--- src/rtl/image_pkg.sv ---
// image_pkg: constants and helpers shared by the image line-fetch FIFO
// and the convolution window generator.
//   IMG_WIDTH    - default bits per channel sample
//   IMG_CHANNELS - default channels packed per pixel vector
//   clog2()      - ceiling log2 for sizing pointers and counters
package image_pkg;

  localparam int IMG_WIDTH    = 8;
  localparam int IMG_CHANNELS = 8;

  function automatic int clog2(input int value);
    int result;
    int v;
    result = 0;
    v      = value - 1;
    while (v > 0) begin
      result = result + 1;
      v      = v >> 1;
    end
    return result;
  endfunction

endpackage

--- src/rtl/image_dist_ram_2p.sv ---
// image_dist_ram_2p: DEPTH x DW two-port distributed RAM.
// The write port is synchronous. The read port is asynchronous, which gives
// the FIFO its first-word-fall-through head. The contents are not reset.
//   clk   - write clock
//   we    - write enable
//   waddr - write address
//   wdata - write data
//   raddr - read address
//   rdata - combinational read data at raddr
module image_dist_ram_2p #(
  parameter int DW        = 64,
  parameter int ADDR_BITS = 5
) (
  input  logic                 clk,
  input  logic                 we,
  input  logic [ADDR_BITS-1:0] waddr,
  input  logic [DW-1:0]        wdata,
  input  logic [ADDR_BITS-1:0] raddr,
  output logic [DW-1:0]        rdata
);

  localparam int DEPTH = 1 << ADDR_BITS;

  (* ram_style = "distributed" *) logic [DW-1:0] mem [DEPTH];

  always_ff @(posedge clk) begin
    if (we) mem[waddr] <= wdata;
  end

  assign rdata = mem[raddr];

endmodule

--- src/rtl/image_chan_fifo.sv ---
// image_chan_fifo: multi-channel first-word-fall-through FIFO.
// Each entry holds one pixel vector, with channel c at bits [c*WIDTH +: WIDTH].
// The FIFO uses valid/ready handshakes on both sides.
//   clk, rst_n  - clock and asynchronous active-low reset
//   flush       - synchronous clear; wins over a push or pop in the same cycle
//   s_valid/s_ready/s_data - write side (s_ready is registered)
//   m_valid/m_ready/m_data - read side (m_valid is registered,
//                            m_data is read directly from the RAM)
//   count       - occupancy 0..DEPTH
//   almost_full - registered, high when count >= AFULL_THRESH
module image_chan_fifo
  import image_pkg::*;
#(
  parameter int WIDTH        = IMG_WIDTH,
  parameter int CHANNELS     = IMG_CHANNELS,
  parameter int ADDR_BITS    = 5,
  parameter int AFULL_THRESH = 24
) (
  input  logic                      clk,
  input  logic                      rst_n,
  input  logic                      flush,
  input  logic                      s_valid,
  output logic                      s_ready,
  input  logic [WIDTH*CHANNELS-1:0] s_data,
  output logic                      m_valid,
  input  logic                      m_ready,
  output logic [WIDTH*CHANNELS-1:0] m_data,
  output logic [ADDR_BITS:0]        count,
  output logic                      almost_full
);

  localparam int DW    = WIDTH * CHANNELS;
  localparam int DEPTH = 1 << ADDR_BITS;
  localparam int CW    = ADDR_BITS + 1;

  localparam logic [CW-1:0]        DEPTH_C = CW'(DEPTH);
  localparam logic [CW-1:0]        AFULL_C = CW'(AFULL_THRESH);
  localparam logic [CW-1:0]        CNT_ONE = CW'(1);
  localparam logic [ADDR_BITS-1:0] PTR_ONE = ADDR_BITS'(1);

  logic [ADDR_BITS-1:0] wr_ptr;
  logic [ADDR_BITS-1:0] rd_ptr;
  logic [CW-1:0]        next_count;
  logic                 push;
  logic                 pop;

  // A flush cycle must not write the RAM, so flush also gates the write enable.
  assign push = s_valid & s_ready & ~flush;
  assign pop  = m_valid & m_ready;

  always_comb begin
    next_count = count;
    unique case ({push, pop})
      2'b10:   next_count = count + CNT_ONE;
      2'b01:   next_count = count - CNT_ONE;
      default: next_count = count;
    endcase
  end

  always_ff @(posedge clk or negedge rst_n) begin
    if (!rst_n) begin
      wr_ptr      <= '0;
      rd_ptr      <= '0;
      count       <= '0;
      m_valid     <= 1'b0;
      almost_full <= 1'b0;
      s_ready     <= 1'b0;
    end else if (flush) begin
      wr_ptr      <= '0;
      rd_ptr      <= '0;
      count       <= '0;
      m_valid     <= 1'b0;
      almost_full <= 1'b0;
      s_ready     <= 1'b1;
    end else begin
      if (push) wr_ptr <= wr_ptr + PTR_ONE;
      if (pop)  rd_ptr <= rd_ptr + PTR_ONE;
      count       <= next_count;
      // The flags are registered from next_count, so they already reflect
      // this edge's transfers right after the edge.
      s_ready     <= (next_count != DEPTH_C);
      m_valid     <= (next_count != '0);
      almost_full <= (next_count >= AFULL_C);
    end
  end

  image_dist_ram_2p #(
    .DW        (DW),
    .ADDR_BITS (ADDR_BITS)
  ) u_ram (
    .clk   (clk),
    .we    (push),
    .waddr (wr_ptr),
    .wdata (s_data),
    .raddr (rd_ptr),
    .rdata (m_data)
  );

endmodule

--- config.mk ---
export PLATFORM = sky130hd
export DESIGN_NAME = image_chan_fifo
export DESIGN_NICKNAME = d
export VERILOG_FILES = /design/src/rtl/image_pkg.sv /design/src/rtl/image_dist_ram_2p.sv /design/src/rtl/image_chan_fifo.sv
export SDC_FILE = /design/constraint.sdc
export NUM_CORES = 2
export LEC_CHECK = 0
export BUFFER_PORTS_ARGS = -buffer_cell sky130_fd_sc_hd__buf_2
export CAP_MARGIN = 20
export CORE_MARGIN = 2
export CORE_UTILIZATION = 59
export DETAILED_ROUTE_END_ITERATION = 10
export GPL_TIMING_DRIVEN = 0
export PLACE_DENSITY = 0.76
export SLEW_MARGIN = 20
export SYNTH_ARGS = -nofsm -noshare
export SYNTH_HDL_FRONTEND = slang
export SYNTH_SLANG_ARGS = --single-unit
--- constraint.sdc ---
create_clock -name clk -period 10.85 [get_ports clk]
set_input_delay 1.6275 -clock clk [delete_from_list [all_inputs] [get_ports clk]]
set_output_delay 1.6275 -clock clk [all_outputs]
set_load 0.02 [all_outputs]
## Word level (Yosys, flattened, before mapping)

Memory sizes are Yosys's and may differ from the RTL's.
Cells that the tools add are included.

| storage, ports and cells | value |
|---|---|
| register bits | 19 |
| bits in writable memories | 2048 |
| input port bits | 69 |
| output and inout port bits | 73 |
| memories | 1 |

Memories:

| name | depth | width | read ports | clocked after Yosys merged registers in | wr ports | RTL line | text |
|---|---|---|---|---|---|---|---|
| u_ram.mem | 32 | 64 | 1 | 0 | 1 | image_dist_ram_2p.sv:24 | `(* ram_style = "distributed" *) logic [DW-1:0] mem [DEPTH];` |

| cells by class | value |
|---|---|
| add/sub/neg operators | 4 |
| magnitude comparators | 1 |
| equal/unequal tests | 3 |
| multiplexer cells | 11 |
| bitwise logic cells | 4 |
| reduce and logical (&&, ||, !) cells | 3 |

Operator list:

| kind | count |
|---|---|
| 5-bit two-way mux | 4 |
| 6-bit case mux with 2 select lines | 1 |
| 5-bit by 1-bit adder with 5-bit output, second input constant | 2 |
| 6-bit by 1-bit adder with 6-bit output, second input constant | 1 |
| 6-bit by 5-bit greater-or-equal comparator with 1-bit output, second input constant | 1 |
| 6-bit two-way mux | 1 |
| 6-bit inequality test, second input constant | 1 |
| 6-bit nonzero test | 1 |
| 6-bit by 1-bit subtractor with 6-bit output, second input constant | 1 |
| 1-bit two-way mux | 5 |
| 2-bit nonzero test | 2 |
| 1-bit AND | 3 |
| 2-bit by 1-bit == test with 1-bit output, second input constant | 1 |
| 2-bit == test, second input constant | 1 |
| 1-bit inverter | 1 |

## Longest topological paths before layout

| logic depth | value |
|---|---|
| depth in word-level cells | 6 |
| depth in mapped cells | 10 |

## Hierarchy

A second synthesis with hierarchy kept.

| second synthesis, totals | value |
|---|---|
| cells, all modules | 3155 |
| area total of the unflattened synthesis | 78866.9 µm² |

Modules (own cells, without submodules):

| module | times used | cells each | area an instance (µm²) |
|---|---|---|---|
| image_dist_ram_2p | 1 | 3033 | 77683.3 |
| image_chan_fifo | 1 | 122 | 1183.6 |

## Worst setup path before layout

OpenSTA, ideal clock, no wires.

| timing path | value |
|---|---|
| path kind | input port to flip-flop |
| start | input port s_valid |
| end | memory u_ram.mem[31][0], enable pin |
| arrival time | 4.909 ns |
| path slack | 5.455 ns |
| stages on the path | 4 |
| cells stage by stage | nand3_1 -> or2_2 -> clkbuf_1 -> nor2_1 |

| on the way | value |
|---|---|
| word-level cells in the longest chain between the ends | 4 |

Ends and longest elaborated chain:

| what | RTL line | text |
|---|---|---|
| start, declared | image_chan_fifo.sv:22 | `input logic s_valid,` |
| 1-bit AND (2 in series) | image_chan_fifo.sv:48 | `assign push = s_valid & s_ready & ~flush;` |
| 1-bit two-way mux | image_dist_ram_2p.sv:27 | `if (we) mem[waddr] <= wdata;` |
| 1-bit two-way mux (implied by the code) | image_dist_ram_2p.sv:27 |  |
| end, declared | image_dist_ram_2p.sv:24 |  |

Every way passes these cells.

## Worst setup path in the final report

| timing path | value |
|---|---|
| start | register rd_ptr[1] |
| end | output port m_data[59] |

| on the way | value |
|---|---|
| word-level cells in the longest chain between the ends | 1 |

Ends and longest elaborated chain:

| what | RTL line | text |
|---|---|---|
| start, declared | image_chan_fifo.sv:42 | `logic [ADDR_BITS-1:0] rd_ptr;` |
| start signal, assigned | image_chan_fifo.sv:77 | `if (pop) rd_ptr <= rd_ptr + PTR_ONE;` |
| memory read 32 x 64 bit | - |  |
| end, declared | image_chan_fifo.sv:27 | `output logic [WIDTH*CHANNELS-1:0] m_data,` |

Every way passes these cells.

==> impl_metrics.csv <==
group,metric,value,unit
run_status,status,"complete, no violations",
routing,drt_iter0_markers,6050,
setup_path,cp.buffers_inverters,5,
setup_path,rrSetupSlack,7.45,ns
hold_path,min_from,"wr_ptr[1]",
clock_network,cts_root_buf,"clkbuf_16",
clock_network,numCtsBuffers,194,
floorplan,die_height,369,um
logic_synthesis,async_reset_ff_share,0.919,%
routing,drc,0,
routing,dr.pass1.iters,6,
logic_synthesis,ys_ff_latch,2067,
timing,period_needed,6.59,ns
timing,slew_headroom,22.9,%
setup_path,required,9.22,ns
finish,fillers,7293,
logic_synthesis,yosysMostFrequentCell,"edfxtp_1",
logic_synthesis,synth_flop_cell,"edfxtp_1",
timing,setup-violations-final,0,
setup_path,crit_family,"buffers and inverters",
timing,setup_tns,0,ns
logic_synthesis,synth.net_count,3157,
logic_synthesis,postSynthCellCount,3081,
clock_network,clk_path_buf_depth,3,
setup_path,path_depth,8,
hold_path,hold_path_class,"reg -> reg",
floorplan,initial_core_util,59.6,%
global_routing,grt_pass1_vias,39900,
clock_network,clock_latency,0.83,ns
setup_path,critical_path_class,"reg -> out",
logic_synthesis,synth_top_cell_by_area,"edfxtp_1",
setup_path,rr_startpoint,"m_valid",
setup_path,cpPeakStageDelay,0.81,ns
logic_synthesis,synth_edf_count,2048,
routing,drt-wirelength-per-cell,38.1,um
routing,vias_per_cell,7.04,
global_routing,grt_max_degree,33,
clock_network,h-tree-depth,4,
timing,rsz0062_at_grt,"no",
clock_network,post_cts_resized,0,
floorplan,io_pins,142,
placement,io_buffers,141,
logic_synthesis,synth_cell_type_count,45,
hold_path,holdPathStages,2,
finish,area_growth,15.2,%
power_and_ir_drop,leakage,0.0276,uW
setup_path,critPathSlowestCell,"clkbuf_1",
clock_network,clk_pin_slew,0.06,ns
setup_path,critPathCaptureType,"output pin",
placement,place_hpwl,120,mm
flow_run,cap_violations,0,
setup_path,critical_path.cell_chain,"clkbuf_2, buf_16, clkbuf_2, clkbuf_1, mux4_2, mux4_2, mux2_2, buf_2",
timing,timing.final.crit_share,60.8,%
routing,ant_nets,0,
logic_synthesis,synth.area.top_cells,"edfxtp_1 78%, mux4_2 18%, mux2_2 0.92%",
clock_network,cts.hold.buffers_added,0,
floorplan,dieArea,136000,um^2
floorplan,core_area,132000,um^2
setup_path,reg2regPathDepth,9,
timing,worst_pin_slew,1.16,ns
timing,whs,0.616,ns
timing,drv_slew,0,
clock_network,cts_tree,"done",
routing,vias,38400,
finish,fin_nets,3611,
placement,routabilityCongestion,0.802,
setup_path,worst_r2r_endpoint,"almost_full",
setup_path,path_max_fanout,10,
logic_synthesis,yosys.area.top_type_share,78.2,%
global_routing,overflow,0,
logic_synthesis,synth.cell_area,78700,um^2
floorplan,rows,133,
logic_synthesis,yosys_warnings,0,
setup_path,cp-start-kind,"register",
power_and_ir_drop,irDropWorstVdd,176,uV
logic_synthesis,syn_avg_cell_area,25.5,um^2
power_and_ir_drop,p_per_area,195,nW/um^2
setup_path,cp.arrival,4.97,ns
hold_path,holdPathEnd,"wr_ptr[1]",
finish,drive_gt1_share,36.4,%
floorplan,die-width,369,um
logic_synthesis,synthTopCellsByCount,"2048 x edfxtp_1, 640 x mux4_2, 90 x clkbuf_1",
clock_network,clock_sinks,2067,
clock_network,post-cts-setup-buffer-count,0,
timing,hold_violations,0,
power_and_ir_drop,total_power,17700,uW
global_routing,grt_pass1_wl,295,mm
timing,skew,0.0236,ns
global_routing,grt_antenna_before_repair,12,
global_routing,grt_usage,31.1,%
routing,wl,208,mm
logic_synthesis,ys_seq_area_share,78.8,%
timing,fmax,152,MHz
-- stage by stage --
step / cell area, um^2 / std cells / util (%) / worst slack, ns
floorplan: 78700 / 3081 / - / 5.45
global placement: 81600 / 4977 / 61.8 / 1.41
detailed placement: 84500 / 5094 / 64.0 / 5.24
CTS: 90600 / 5444 / 68.7 / 4.20
global route: 90600 / 5448 / 68.7 / 4.32
finish: 90600 / 5452 / 68.7 / 4.26
-- layer usage --
layer | vias up | share of wire (%) | global-route usage, %
met5 | - | 0.025 | 0
met4 | 8 | 4.6 | 13.5
met3 | 564 | 10 | 6.40
met2 | 3093 | 51 | 52.1
met1 | 20300 | 34 | 40.2
li1 | 14400 | - | -
-- how the worst max path moves through the flow --
stage               from  slack, ns                 to
3_5_place_dp   rd_ptr[1]       5.24          m_data[0]
4_1_cts        rd_ptr[1]       4.20          m_data[0]
5_1_grt        rd_ptr[1]       4.32         m_data[59]
3_3_place_gp       flush       1.41  u_ram.mem[12][27]
6_report       rd_ptr[1]       4.26         m_data[59]
2_1_floorplan    s_valid       5.45   u_ram.mem[31][0]
-- power by group --
group	internal, uW	switching (uW)	total (uW)
Sequential	8820	22.3	8840
Clock	3710	2970	6680
Combinational	998	1190	2190
Total	13500	4190	17700
-- area by class of cell --
cell class	count	area [um^2]	area share, %
plain buffers	161	714	0.788
well taps	1755	2200	2.42
multi-input cells	847	16200	17.9
diodes	8	20.0	0.0221
clock buffers	241	5050	5.57
flip-flops and latches	2067	62000	68.4
inverters	6	22.5	0.0248
repair buffers	258	3370	3.72
clock inverters	109	1060	1.17
-- sequential cells by signal, summed over array words and instances (netlist names) --
name         flops
wr_ptr           5
count            6
almost_full      1
u_ram.mem     2048
rd_ptr           5
m_valid          1
s_ready          1
-- tightest hold or removal path, delay by kind of cell, from the launching register on --
| family | cells | cell delay [ns] |
|---|---|---|
| flops | 1 | 0.43 |
| compound gates | 1 | 0.06 |
| simple gates | 1 | 0.08 |
-- cells in the final DEF (no fill, tap or decap), types with 17 or more instances in the layout --
master     count
clkbuf_2      21
bufinv_16     17
mux2_2        64
buf_2        196
nor2_4        32
clkinv_2      26
edfxtp_1    2048
nor2_1        19
clkinv_1      43
dfrtp_1       19
clkbuf_1     118
mux4_2       640
buf_12        74
clkbuf_16    195
buf_16        43
-- logic make-up after synthesis --
kind of cell | after synthesis | share of synthesized area [%]
XOR/XNOR | 11 | 0.122
buffers and inverters | 167 | 0.900
adder cells (fa/ha/maj) | 7 | 0.111
AND/OR/NAND/NOR | 96 | 0.576
AO/OA/AOI/OAI | 27 | 0.243
flip-flops | 2067 | 78.8
multiplexers | 706 | 19.3
(Power assumes the default switching activity.)
